==> src/rtl/load_store_sequencer_pkg.sv <==
// Shared opcode, ALU and state encodings for the load/store control sequencer.
// Also holds the opcode classifier and the packed datapath control bundle.
package load_store_sequencer_pkg;

    localparam logic [4:0] OP_LDW  = 5'b00000;
    localparam logic [4:0] OP_LDWI = 5'b00001;
    localparam logic [4:0] OP_STW  = 5'b00010;
    localparam logic [4:0] OP_ADDI = 5'b01011;
    localparam logic [4:0] OP_NOP  = 5'b11001;
    localparam logic [4:0] OP_HALT = 5'b11010;

    localparam logic [4:0] ALU_NONE = 5'b00000;
    localparam logic [4:0] ALU_ADD  = 5'b00011;

    localparam logic [3:0] S_IDLE  = 4'd0;
    localparam logic [3:0] S_T0    = 4'd1;
    localparam logic [3:0] S_T1    = 4'd2;
    localparam logic [3:0] S_T2    = 4'd3;
    localparam logic [3:0] S_T3    = 4'd4;
    localparam logic [3:0] S_T4    = 4'd5;
    localparam logic [3:0] S_T5    = 4'd6;
    localparam logic [3:0] S_T6    = 4'd7;
    localparam logic [3:0] S_T7    = 4'd8;
    localparam logic [3:0] S_HALT  = 4'd9;
    localparam logic [3:0] S_FAULT = 4'd10;

    typedef enum logic [2:0] {
        CLS_LDW,
        CLS_LDWI,
        CLS_STW,
        CLS_ADDI,
        CLS_NOP,
        CLS_HALT,
        CLS_ILLEGAL
    } op_class_e;

    typedef struct packed {
        logic pc_out;
        logic inc_pc;
        logic mar_in;
        logic pc_in;
        logic read;
        logic write;
        logic mdr_in;
        logic mdr_out;
        logic ir_in;
        logic y_in;
        logic z_in_low;
        logic z_low_out;
        logic c_out;
        logic ba_out;
        logic gra;
        logic grb;
        logic r_in;
        logic r_out;
    } ctrl_t;

    function automatic op_class_e decode_op(input logic [4:0] opc);
        case (opc)
            OP_LDW:  decode_op = CLS_LDW;
            OP_LDWI: decode_op = CLS_LDWI;
            OP_STW:  decode_op = CLS_STW;
            OP_ADDI: decode_op = CLS_ADDI;
            OP_NOP:  decode_op = CLS_NOP;
            OP_HALT: decode_op = CLS_HALT;
            default: decode_op = CLS_ILLEGAL;
        endcase
    endfunction

endpackage

==> src/rtl/load_store_sequencer_if.sv <==
// Sequencer <-> datapath/memory bundle: opcode and mem_ready in, datapath controls and status out.
// master is the sequencer side, slave is the datapath/memory side.
interface load_store_sequencer_if #(
    parameter int OPW = 5
);
    logic           run_in;
    logic [OPW-1:0] ir_opcode;
    logic           mem_ready;

    logic PCout, IncPC, MARin, PCin, Read, Write, MDRin, MDRout, IRin;
    logic Yin, Zin_low, Zlowout, Cout, BAout, Gra, Grb, Rin, Rout;

    logic [4:0] alu_op;
    logic [3:0] tstate;
    logic       running;
    logic       halted;
    logic       fault;
    logic       illegal_op;

    modport master (
        input  run_in, ir_opcode, mem_ready,
        output PCout, IncPC, MARin, PCin, Read, Write, MDRin, MDRout, IRin,
        output Yin, Zin_low, Zlowout, Cout, BAout, Gra, Grb, Rin, Rout,
        output alu_op, tstate, running, halted, fault, illegal_op
    );

    modport slave (
        output run_in, ir_opcode, mem_ready,
        input  PCout, IncPC, MARin, PCin, Read, Write, MDRin, MDRout, IRin,
        input  Yin, Zin_low, Zlowout, Cout, BAout, Gra, Grb, Rin, Rout,
        input  alu_op, tstate, running, halted, fault, illegal_op
    );

endinterface

==> src/rtl/load_store_sequencer.sv <==
// Hardwired T-state sequencer: fetch, ldw/ldwi/stw/addi/nop/halt, controls decoded from registered state.
// Memory phases stall on mem_ready for up to MEM_TIMEOUT cycles, then fall into an absorbing FAULT.
module load_store_sequencer
    import load_store_sequencer_pkg::*;
#(
    parameter int OPW         = 5,
    parameter int MEM_TIMEOUT = 15,
    parameter int CNTW        = 4
) (
    input  logic                   Clock,
    input  logic                   clear,
    load_store_sequencer_if.master bus
);

    logic [3:0]      state_q, state_d;
    logic [OPW-1:0]  op_q;
    logic [CNTW-1:0] wait_cnt_q, wait_cnt_d;
    op_class_e       cls;
    logic            mem_wait;
    ctrl_t           ctl;
    logic [4:0]      alu_sel;
    logic            illegal;

    // The opcode is live on the IR bus during T3 and held in op_q afterwards.
    assign cls = decode_op(5'((state_q == S_T3) ? bus.ir_opcode : op_q));

    assign mem_wait = (state_q == S_T1)
                   || (state_q == S_T6 && cls == CLS_LDW)
                   || (state_q == S_T7 && cls == CLS_STW);

    always_comb begin
        state_d    = state_q;
        wait_cnt_d = '0;
        case (state_q)
            S_IDLE:  if (bus.run_in) state_d = S_T0;
            S_T0:    state_d = S_T1;
            S_T1:    if (bus.mem_ready) state_d = S_T2;
            S_T2:    state_d = S_T3;
            S_T3: begin
                case (cls)
                    CLS_HALT:             state_d = S_HALT;
                    CLS_NOP, CLS_ILLEGAL: state_d = S_T0;
                    default:              state_d = S_T4;
                endcase
            end
            S_T4:    state_d = S_T5;
            S_T5:    state_d = (cls == CLS_LDW || cls == CLS_STW) ? S_T6 : S_T0;
            S_T6: begin
                if (cls != CLS_LDW || bus.mem_ready) state_d = S_T7;
            end
            S_T7: begin
                if (cls != CLS_STW || bus.mem_ready) state_d = S_T0;
            end
            S_HALT:  state_d = S_HALT;
            S_FAULT: state_d = S_FAULT;
            default: state_d = S_FAULT;
        endcase

        // Counter is zero whenever a wait state is entered, so index 0 marks the first wait cycle.
        if (mem_wait && !bus.mem_ready) begin
            if (wait_cnt_q == CNTW'(MEM_TIMEOUT - 1)) begin
                state_d = S_FAULT;
            end else begin
                wait_cnt_d = wait_cnt_q + CNTW'(1);
            end
        end
    end

    always_ff @(posedge Clock or negedge clear) begin
        if (!clear) begin
            state_q    <= S_IDLE;
            op_q       <= '0;
            wait_cnt_q <= '0;
        end else begin
            state_q    <= state_d;
            wait_cnt_q <= wait_cnt_d;
            if (state_q == S_T3) op_q <= bus.ir_opcode;
        end
    end

    always_comb begin
        ctl     = '0;
        alu_sel = ALU_NONE;
        illegal = 1'b0;
        case (state_q)
            S_T0: begin
                ctl.pc_out   = 1'b1;
                ctl.mar_in   = 1'b1;
                ctl.inc_pc   = 1'b1;
                ctl.z_in_low = 1'b1;
            end
            S_T1: begin
                ctl.z_low_out = 1'b1;
                ctl.pc_in     = (wait_cnt_q == '0);
                ctl.read      = 1'b1;
                ctl.mdr_in    = 1'b1;
            end
            S_T2: begin
                ctl.mdr_out = 1'b1;
                ctl.ir_in   = 1'b1;
            end
            S_T3: begin
                case (cls)
                    CLS_LDW, CLS_LDWI, CLS_STW: begin
                        ctl.grb    = 1'b1;
                        ctl.ba_out = 1'b1;
                        ctl.y_in   = 1'b1;
                    end
                    CLS_ADDI: begin
                        ctl.grb   = 1'b1;
                        ctl.r_out = 1'b1;
                        ctl.y_in  = 1'b1;
                    end
                    CLS_ILLEGAL: illegal = 1'b1;
                    default: ;
                endcase
            end
            S_T4: begin
                ctl.c_out    = 1'b1;
                ctl.z_in_low = 1'b1;
                alu_sel      = ALU_ADD;
            end
            S_T5: begin
                ctl.z_low_out = 1'b1;
                if (cls == CLS_LDW || cls == CLS_STW) begin
                    ctl.mar_in = 1'b1;
                end else begin
                    ctl.gra  = 1'b1;
                    ctl.r_in = 1'b1;
                end
            end
            S_T6: begin
                ctl.mdr_in = 1'b1;
                if (cls == CLS_LDW) begin
                    ctl.read = 1'b1;
                end else begin
                    ctl.gra   = 1'b1;
                    ctl.r_out = 1'b1;
                end
            end
            S_T7: begin
                if (cls == CLS_LDW) begin
                    ctl.mdr_out = 1'b1;
                    ctl.gra     = 1'b1;
                    ctl.r_in    = 1'b1;
                end else begin
                    ctl.write = 1'b1;
                end
            end
            default: ;
        endcase
    end

    assign bus.PCout   = ctl.pc_out;
    assign bus.IncPC   = ctl.inc_pc;
    assign bus.MARin   = ctl.mar_in;
    assign bus.PCin    = ctl.pc_in;
    assign bus.Read    = ctl.read;
    assign bus.Write   = ctl.write;
    assign bus.MDRin   = ctl.mdr_in;
    assign bus.MDRout  = ctl.mdr_out;
    assign bus.IRin    = ctl.ir_in;
    assign bus.Yin     = ctl.y_in;
    assign bus.Zin_low = ctl.z_in_low;
    assign bus.Zlowout = ctl.z_low_out;
    assign bus.Cout    = ctl.c_out;
    assign bus.BAout   = ctl.ba_out;
    assign bus.Gra     = ctl.gra;
    assign bus.Grb     = ctl.grb;
    assign bus.Rin     = ctl.r_in;
    assign bus.Rout    = ctl.r_out;

    assign bus.alu_op     = alu_sel;
    assign bus.illegal_op = illegal;
    assign bus.tstate     = state_q;
    assign bus.running    = (state_q >= S_T0) && (state_q <= S_T7);
    assign bus.halted     = (state_q == S_HALT);
    assign bus.fault      = (state_q == S_FAULT);

endmodule

==> src/flat_wrapper.sv <==
// flat-port wrapper written by rule: the top's interface ports become plain ports
module load_store_sequencer_flat import load_store_sequencer_pkg::*;
#(
    parameter int OPW         = 5,
    parameter int MEM_TIMEOUT = 15,
    parameter int CNTW        = 4
)
  (Clock, clear, bus_run_in, bus_ir_opcode, bus_mem_ready, bus_PCout, bus_IncPC, bus_MARin, bus_PCin, bus_Read, bus_Write, bus_MDRin, bus_MDRout, bus_IRin, bus_Yin, bus_Zin_low, bus_Zlowout, bus_Cout, bus_BAout, bus_Gra, bus_Grb, bus_Rin, bus_Rout, bus_alu_op, bus_tstate, bus_running, bus_halted, bus_fault, bus_illegal_op);
  load_store_sequencer_if #(.OPW(OPW)) bus_i ();
  input  logic Clock;
  input  logic clear;
  input wire logic [$bits(bus_i.run_in)-1:0] bus_run_in;
  input wire logic [$bits(bus_i.ir_opcode)-1:0] bus_ir_opcode;
  input wire logic [$bits(bus_i.mem_ready)-1:0] bus_mem_ready;
  output wire logic [$bits(bus_i.PCout)-1:0] bus_PCout;
  output wire logic [$bits(bus_i.IncPC)-1:0] bus_IncPC;
  output wire logic [$bits(bus_i.MARin)-1:0] bus_MARin;
  output wire logic [$bits(bus_i.PCin)-1:0] bus_PCin;
  output wire logic [$bits(bus_i.Read)-1:0] bus_Read;
  output wire logic [$bits(bus_i.Write)-1:0] bus_Write;
  output wire logic [$bits(bus_i.MDRin)-1:0] bus_MDRin;
  output wire logic [$bits(bus_i.MDRout)-1:0] bus_MDRout;
  output wire logic [$bits(bus_i.IRin)-1:0] bus_IRin;
  output wire logic [$bits(bus_i.Yin)-1:0] bus_Yin;
  output wire logic [$bits(bus_i.Zin_low)-1:0] bus_Zin_low;
  output wire logic [$bits(bus_i.Zlowout)-1:0] bus_Zlowout;
  output wire logic [$bits(bus_i.Cout)-1:0] bus_Cout;
  output wire logic [$bits(bus_i.BAout)-1:0] bus_BAout;
  output wire logic [$bits(bus_i.Gra)-1:0] bus_Gra;
  output wire logic [$bits(bus_i.Grb)-1:0] bus_Grb;
  output wire logic [$bits(bus_i.Rin)-1:0] bus_Rin;
  output wire logic [$bits(bus_i.Rout)-1:0] bus_Rout;
  output wire logic [$bits(bus_i.alu_op)-1:0] bus_alu_op;
  output wire logic [$bits(bus_i.tstate)-1:0] bus_tstate;
  output wire logic [$bits(bus_i.running)-1:0] bus_running;
  output wire logic [$bits(bus_i.halted)-1:0] bus_halted;
  output wire logic [$bits(bus_i.fault)-1:0] bus_fault;
  output wire logic [$bits(bus_i.illegal_op)-1:0] bus_illegal_op;
  assign bus_i.run_in = bus_run_in;
  assign bus_i.ir_opcode = bus_ir_opcode;
  assign bus_i.mem_ready = bus_mem_ready;
  assign bus_PCout = bus_i.PCout;
  assign bus_IncPC = bus_i.IncPC;
  assign bus_MARin = bus_i.MARin;
  assign bus_PCin = bus_i.PCin;
  assign bus_Read = bus_i.Read;
  assign bus_Write = bus_i.Write;
  assign bus_MDRin = bus_i.MDRin;
  assign bus_MDRout = bus_i.MDRout;
  assign bus_IRin = bus_i.IRin;
  assign bus_Yin = bus_i.Yin;
  assign bus_Zin_low = bus_i.Zin_low;
  assign bus_Zlowout = bus_i.Zlowout;
  assign bus_Cout = bus_i.Cout;
  assign bus_BAout = bus_i.BAout;
  assign bus_Gra = bus_i.Gra;
  assign bus_Grb = bus_i.Grb;
  assign bus_Rin = bus_i.Rin;
  assign bus_Rout = bus_i.Rout;
  assign bus_alu_op = bus_i.alu_op;
  assign bus_tstate = bus_i.tstate;
  assign bus_running = bus_i.running;
  assign bus_halted = bus_i.halted;
  assign bus_fault = bus_i.fault;
  assign bus_illegal_op = bus_i.illegal_op;
  load_store_sequencer #(.OPW(OPW), .MEM_TIMEOUT(MEM_TIMEOUT), .CNTW(CNTW)) u_core (.Clock(Clock), .clear(clear), .bus(bus_i));
endmodule
==> config.mk <==
export PLATFORM = sky130hd
export DESIGN_NAME = load_store_sequencer_flat
export DESIGN_NICKNAME = d
export VERILOG_FILES = /design/src/rtl/load_store_sequencer_pkg.sv /design/src/rtl/load_store_sequencer_if.sv /design/src/rtl/load_store_sequencer.sv /design/src/flat_wrapper.sv
export SDC_FILE = /design/constraint.sdc
export NUM_CORES = 1
export LEC_CHECK = 0
export CAP_MARGIN = 5
export CORE_ASPECT_RATIO = 0.9
export CORE_MARGIN = 2
export CORE_UTILIZATION = 25
export DETAILED_ROUTE_END_ITERATION = 10
export PLACE_DENSITY = 0.57
export RECOVER_POWER = 50
export SETUP_SLACK_MARGIN = 0.4
export SLEW_MARGIN = 20
export SYNTH_ARGS = -nofsm -noshare
export SYNTH_HDL_FRONTEND = slang
export SYNTH_SLANG_ARGS = --single-unit
==> constraint.sdc <==
create_clock -name Clock -period 2.1 [get_ports Clock]
set_input_delay 0.42 -clock Clock [delete_from_list [all_inputs] [get_ports Clock]]
set_output_delay 0.42 -clock Clock [all_outputs]
set_load 0.02 [all_outputs]
==> impl_metrics.tcl, run 1 <==
set metrics [dict create \
    overflow 0 \
    synth_top_area_cell "dfrtp_1" \
    clock_sinks 13 \
    timing.rr.end "u_core.bus.tstate[3]$_DFF_PN0_" \
    r2r_cells 6 \
    routabilityCongestion 0.844 \
    hold_viol 0 \
    crit_end "bus_Rout" \
    dp_cells 282 \
    drc 0 \
    clockPowerShare_pct 39.1 \
    port_buffers 36 \
    cpMaxStageDelayCell "dfrtp_2" \
    vias_per_cell 4.92 \
    path_class "flip-flop to output port" \
    critPathLaunch "u_core.bus.tstate[3]$_DFF_PN0_" \
    coreArea_um2 4830 \
    first_pass_iters 4 \
    insertion_delay_ps 240 \
    setup_slack_ps -238 \
    arrival_ps 1920 \
    startpoint_type "flip-flop" \
    maxCapViolCount 0 \
    grt_pass1_vias 1431 \
    yosysUniqueCellTypes 48 \
    max_stage_delay_ps 420 \
    vias 1540 \
    postRouteAntennaNets 0 \
    yosys-top-cells-area "dfrtp_1 26%, nand2_1 5.4%, buf_4 4.8%" \
    antenna_found_initial 0 \
    worst_setup_path_end_kind "output port" \
    slew_violations 0 \
    fp.dieArea_um2 5620 \
    fin_skew_ps 6.86 \
    grtUsageTotal_pct 15.7 \
    die_x_um 78.8 \
    async_flop_share_pct 100 \
    r2r_slack_ps -70 \
    wire_per_inst_um 15.5 \
    synth_top_area_share_pct 25.8 \
    fillers 432 \
    synth-seq-area-share_pct 25.8 \
    period_share_pct 111 \
    syn_avg_cell_area_um2 8.07 \
    clk_path_buf_depth 2 \
    p_total_uw 560 \
    switching_share_pct 24.0 \
    yosys_warnings 0 \
    synthToLayoutAreaGrowth_pct 111 \
    synth_edf_count 0 \
    clk_pin_slew_worst_paths_ps 60 \
    synth_flop_cell "dfrtp_1" \
    finalNonFillerCells 313 \
    pwr-share-comb_pct 15.7 \
    htree_num_levels 1 \
    start_util_pct 26.0 \
    synthesis.area_um2 1260 \
    path_max_fanout 3 \
    diodes 0 \
    drt_wl_total_um 4840 \
    switching_power_uw 134 \
    ctsHoldBuffers 0 \
    rsz0062_at_grt "true" \
    cts-root-buf "clkbuf_8" \
    cts_tree "done" \
    die_h_um 71.3 \
    rows 24 \
    worst_slew_pin_slew_ps 616 \
    setup_viol 18 \
    grt_pass1_wl_um 7050 \
    intPower_uw 425 \
    syn_inst 156 \
    irDropWorstVdd_uv 277 \
    cpMostUsedCell "buf_6" \
    hp-class "flip-flop to flip-flop" \
    max_freq_mhz 428 \
    violations "setup timing" \
    outcome "complete, but fails checks" \
    place_area_um2 2040 \
    numCtsBuffers 3 \
    drtIter0Drc 88 \
    holdWs_ps 534 \
    worstPathCellList "buf_6, nor4b_4, buf_4, mux2_4, nand4_1, nand2_2, buf_6" \
    postLayoutCellArea_um2 2650 \
    drive_gt1_share_pct 62.9 \
    synth_seq_cells 13 \
    power_density_nw_per_um2 211 \
    post-dp-hpwl_um 2900 \
    p_leak_nw 1.19 \
    r2r-start "u_core.bus.tstate[3]$_DFF_PN0_" \
    nets 261 \
    grt_start_max_net_pins 17 \
    period_needed_ps 2340 \
    p_seq_share_pct 45.2 \
    required_ps 1680 \
    worst_slew_margin_rel_pct 58.8 \
    io_pins 40 \
]
[power by group through the flow]
stage	combinational [mW]	sequential, mW	clock (mW)
finish	0.0880	0.253	0.219
global route	0.0950	0.253	0.240
detailed placement	0.0756	0.257	0
floorplan	0.0338	0.258	0
CTS	0.0802	0.253	0.221
global placement	0.0755	0.257	0
[worst min-delay path by stage]
stage / from / to / slack, ps / cells past startpoint
after detailed placement: u_core.op_q[2]$_DFF_PN0_ / u_core.op_q[2]$_DFF_PN0_ / 520 / 2
final: u_core.op_q[2]$_DFF_PN0_ / u_core.op_q[2]$_DFF_PN0_ / 530 / 2
after global routing: u_core.op_q[2]$_DFF_PN0_ / u_core.op_q[2]$_DFF_PN0_ / 560 / 2
after global placement: u_core.op_q[0]$_DFF_PN0_ / u_core.op_q[0]$_DFF_PN0_ / 520 / 2
after floorplan: clear / u_core.bus.tstate[0]$_DFF_PN0_ / 120 / 0
after CTS: u_core.op_q[2]$_DFF_PN0_ / u_core.op_q[2]$_DFF_PN0_ / 540 / 2
[logic make-up (layout without fill, tap and decap cells)]
| kind of cell | after synthesis | in the layout | share of synthesized area [%] |
|---|---|---|---|
| other cells | 1 | 3 | 0.298 |
| buf+inv | 26 | 116 | 11.0 |
| flops | 13 | 13 | 25.8 |
| compound gates | 31 | 31 | 18.2 |
| fa+ha+maj | 3 | 3 | 2.98 |
| xor+xnor | 4 | 4 | 2.78 |
| mux | 6 | 6 | 5.96 |
| simple gates | 72 | 72 | 32.9 |
[worst max-delay path: cells and delay by family (launching register included)]
| kind | cells | cell delay, ps |
|---|---|---|
| muxes | 1 | 290 |
| and+or+nand+nor | 3 | 510 |
| buffers and inverters | 3 | 440 |
| DFF | 1 | 420 |
[metal layers]
layer | wire [µm] | track usage (%)
met1 | 2120 | 21.7
met2 | 2490 | 26.5
met3 | 172 | 3.40
met4 | 57 | 1.36
met5 | 0 | 0
[registers in the layout, indices dropped and copies added (netlist names)]
signal	cells
u_core.op_q	5
u_core.wait_cnt_q	4
u_core.bus.tstate	4
[synthesized netlist by cell type (2+ instances only)]
cell type,n
or4b_1,2
mux2i_1,3
o22ai_1,2
nor2_1,13
mux2_2,2
a21o_1,3
nand2_1,18
nor4b_1,3
inv_1,6
ha_1,3
buf_4,8
nor3_1,10
o21a_1,2
clkbuf_1,5
nand2b_1,4
o21ai_0,2
or3_1,2
nor4_1,3
nand4_1,2
buf_1,3
nand3_1,4
a21oi_1,10
a211oi_1,2
a31oi_1,2
nand3b_1,2
buf_2,3
o22a_1,2
xnor2_1,3
dfrtp_1,13
[per-stage QoR]
step           TNS (ps)  utilization (%)  setup slack [ps]
2_1_floorplan      -921                -              -197
3_3_place_gp      -6540             42.3              -613
3_5_place_dp      -6530             42.3              -623
4_1_cts           -1810             48.8              -216
5_1_grt           -3350             54.9              -316
6_report          -2320             54.9              -238
[layout by cell type (no fill, tap or decap), types with 2 or more instances in the layout]
cell type	netlist	layout
clkdlybuf4s50_1	0	3
inv_1	6	5
nand2b_4	0	3
dlymetal6s2s_1	0	4
nand3b_1	2	2
nor4b_4	1	3
nor3_4	0	4
dfrtp_1	13	9
xnor2_1	3	2
a21o_1	3	3
or4b_4	0	2
conb_1	1	3
nand2_2	0	4
nor2_1	13	6
buf_8	0	3
mux2_4	0	2
buf_4	8	48
nand2_1	18	14
nand4_1	2	2
ha_1	3	3
dlygate4sd2_1	0	2
clkbuf_8	0	3
nor3_2	0	5
buf_12	0	4
buf_6	1	39
mux2i_4	1	2
a211oi_1	2	2
nor4_2	0	2
nor2_4	0	6
a21oi_1	10	8
nand3_1	4	3
o22a_1	2	2
dfrtp_2	0	4
[area by class of cell]
cell class / instances / area, µm² / area share, %
clock buffer: 4 / 45.0 / 1.70
inverter: 6 / 25.0 / 0.943
multi-input combinational: 119 / 1130 / 42.5
sequential: 13 / 330 / 12.5
tap: 65 / 81.3 / 3.07
timing repair buffer: 106 / 1040 / 39.3
[timing repair]
item | 4_1_cts | 5_1_grt
hold endpoints to repair | 0 | 0
buffers inserted | 15 | 12
pin swaps | 13 | 13
endpoints found under the setup margin | 36 | 34
gates resized for setup | 178 | 52
cloned | 0 | 0
Note: power is estimated with default switching activity, not from simulation.
==> run 2: changes to the inputs <==
--- a/config.mk
+++ b/config.mk
@@ -10,7 +10,8 @@
 export CORE_MARGIN = 2
 export CORE_UTILIZATION = 25
 export DETAILED_ROUTE_END_ITERATION = 10
-export PLACE_DENSITY = 0.57
+export GPL_TIMING_DRIVEN = 0
+export PLACE_DENSITY = 0.48
 export RECOVER_POWER = 50
 export SETUP_SLACK_MARGIN = 0.4
 export SLEW_MARGIN = 20
==> impl_metrics.tcl, run 2 (same netlist as run 1, synthesis figures left out) <==
set metrics [dict create \
    startpoint_type "flip-flop" \
    path_max_fanout 5 \
    cpMaxStageDelayCell "or4b_4" \
    insertion_delay_ps 240 \
    setup_viol 22 \
    cts_tree "done" \
    r2r-start "u_core.bus.tstate[3]$_DFF_PN0_" \
    diodes 0 \
    start_util_pct 26.0 \
    top_register "u_core.op_q" \
    clock_sinks 13 \
    ctsHoldBuffers 0 \
    power_density_nw_per_um2 211 \
    grtUsageTotal_pct 15.6 \
    fp.dieArea_um2 5620 \
    post-dp-hpwl_um 2870 \
    coreArea_um2 4830 \
    overflow 0 \
    outcome "complete, but fails checks" \
    path_class "flip-flop to output port" \
    drtIter0Drc 51 \
    timing.rr.end "u_core.bus.tstate[3]$_DFF_PN0_" \
    post-route-util_pct 53.8 \
    htree_num_levels 1 \
    r2r_cells 7 \
    setup_slack_ps -507 \
    maxCapViolCount 0 \
    finalNonFillerCells 313 \
    fin_skew_ps 1.97 \
    period_share_pct 124 \
    violations "setup timing" \
    final_common_cell "buf_6" \
    worst_setup_path_end_kind "output port" \
    wire_per_inst_um 14.5 \
    clk_pin_slew_worst_paths_ps 50 \
    max_stage_delay_ps 520 \
    cts-root-buf "clkbuf_8" \
    vias 1530 \
    min_path_cells 2 \
    postRouteAntennaNets 0 \
    dpl_worst_slack_ps -909 \
    grt_pass1_wl_um 7010 \
    dp_cells 257 \
    drc 0 \
    worstPathCellList "buf_6, or4b_4, buf_6, mux2i_4, buf_4, a31oi_2, nor2_2, buf_6" \
    io_pins 40 \
    drive_gt1_share_pct 60.5 \
    routabilityCongestion 0.835 \
    hold_viol 0 \
    antenna_found_initial 0 \
    cpMostUsedCell "buf_6" \
    period_needed_ps 2610 \
    clk_path_buf_depth 2 \
    min_from "u_core.op_q[0]$_DFF_PN0_" \
    postLayoutCellArea_um2 2600 \
    numCtsBuffers 3 \
    port_buffers 34 \
    arrival_ps 2190 \
    drt_wl_total_um 4540 \
    holdWs_ps 541 \
    rsz0062_at_grt "true" \
    r2r_slack_ps -150 \
    irDropWorstVdd_uv 128 \
    p_leak_nw 1.16 \
    largest_register_ffs 5 \
    slew_violations 0 \
    die_x_um 78.8 \
    grt_start_max_net_pins 14 \
    die_h_um 71.3 \
    mostFrequentLayoutCells "42 x buf_6, 41 x buf_4, 14 x nand2_1, 9 x dfrtp_1" \
    grt_pass1_vias 1464 \
    vias_per_cell 4.89 \
    first_pass_iters 4 \
    worst_slew_pin_slew_ps 578 \
    hold_end "u_core.op_q[0]$_DFF_PN0_" \
    place_area_um2 1860 \
    required_ps 1680 \
    hp-class "flip-flop to flip-flop" \
    max_freq_mhz 384 \
    nets 261 \
    rows 24 \
    synthToLayoutAreaGrowth_pct 107 \
    worst_slew_margin_rel_pct 61.3 \
]
[run 2: changes by cell type in the layout (fill, tap and decap cells not counted), moves of 2 or more]
| cell | change |
|---|---|
| nand2_4 | +2 |
| clkdlybuf4s50_1 | +3 |
| nor3_1 | +4 |
| clkbuf_16 | +2 |
| nand2_2 | -2 |
| buf_4 | -7 |
| dlymetal6s2s_1 | -4 |
| a21oi_2 | +2 |
| nor3_4 | -3 |
| clkbuf_1 | +3 |
| nor2_4 | -2 |
| buf_6 | +3 |
[run 2: routing by layer]
metal | wire length [µm] | up-vias | global-route usage (%)
met5 | 0 | - | 0
met4 | 93 | 0 | 6.43
met3 | 186 | 9 | 1.26
met2 | 2310 | 47 | 26.7
met1 | 1950 | 744 | 20.3
li1 | - | 730 | -
[run 2: area by class of cell]
cell class | instances | area, µm²
fillers | 425 | 2230
clock buffers | 4 | 45.0
well taps | 65 | 81.3
flip-flops and latches | 13 | 330
repair buffers | 86 | 856
inverters | 6 | 27.5
multi-input cells | 119 | 1050
plain buffers | 20 | 209
[run 2: worst max-delay path by stage]
stage          endpoint  depth (start not counted)  slack (ps)                            from
3_3_place_gp    bus_Gra                          6        -880                bus_ir_opcode[2]
6_report        bus_Rin                          8        -510  u_core.bus.tstate[3]$_DFF_PN0_
3_5_place_dp    bus_Gra                          6        -910                bus_ir_opcode[2]
4_1_cts         bus_Gra                          8        -520  u_core.bus.tstate[3]$_DFF_PN0_
2_1_floorplan   bus_Yin                          5        -200  u_core.bus.tstate[3]$_DFF_PN0_
5_1_grt         bus_Rin                          8        -580  u_core.bus.tstate[3]$_DFF_PN0_
[run 2: critical path: cells and delay by family, from the launching register on]
family / cells / cell delay (ps)
simple gates: 2 / 570
buf+inv: 4 / 570
mux: 1 / 210
compound gates: 1 / 190
flops: 1 / 410
[run 2: timing repair]
action,4_1_cts,5_1_grt
endpoints found under the setup margin,33,33
resized for setup,180,29
setup buffers,34,18
pin swaps,13,12
endpoints found under the hold margin,0,0
[run 2: power breakdown]
part           leakage [nW]  internal (mW)  switching, mW
sequential            0.149          0.252        0.00351
clock                0.0228          0.134         0.0856
combinational         0.990         0.0338         0.0410
[run 2: stage by stage]
step	setup TNS [ps]	total power [mW]
floorplan	-921	0.292
global placement	-8940	0.318
detailed placement	-9350	0.319
CTS	-4260	0.548
global route	-6680	0.577
finish	-5180	0.549
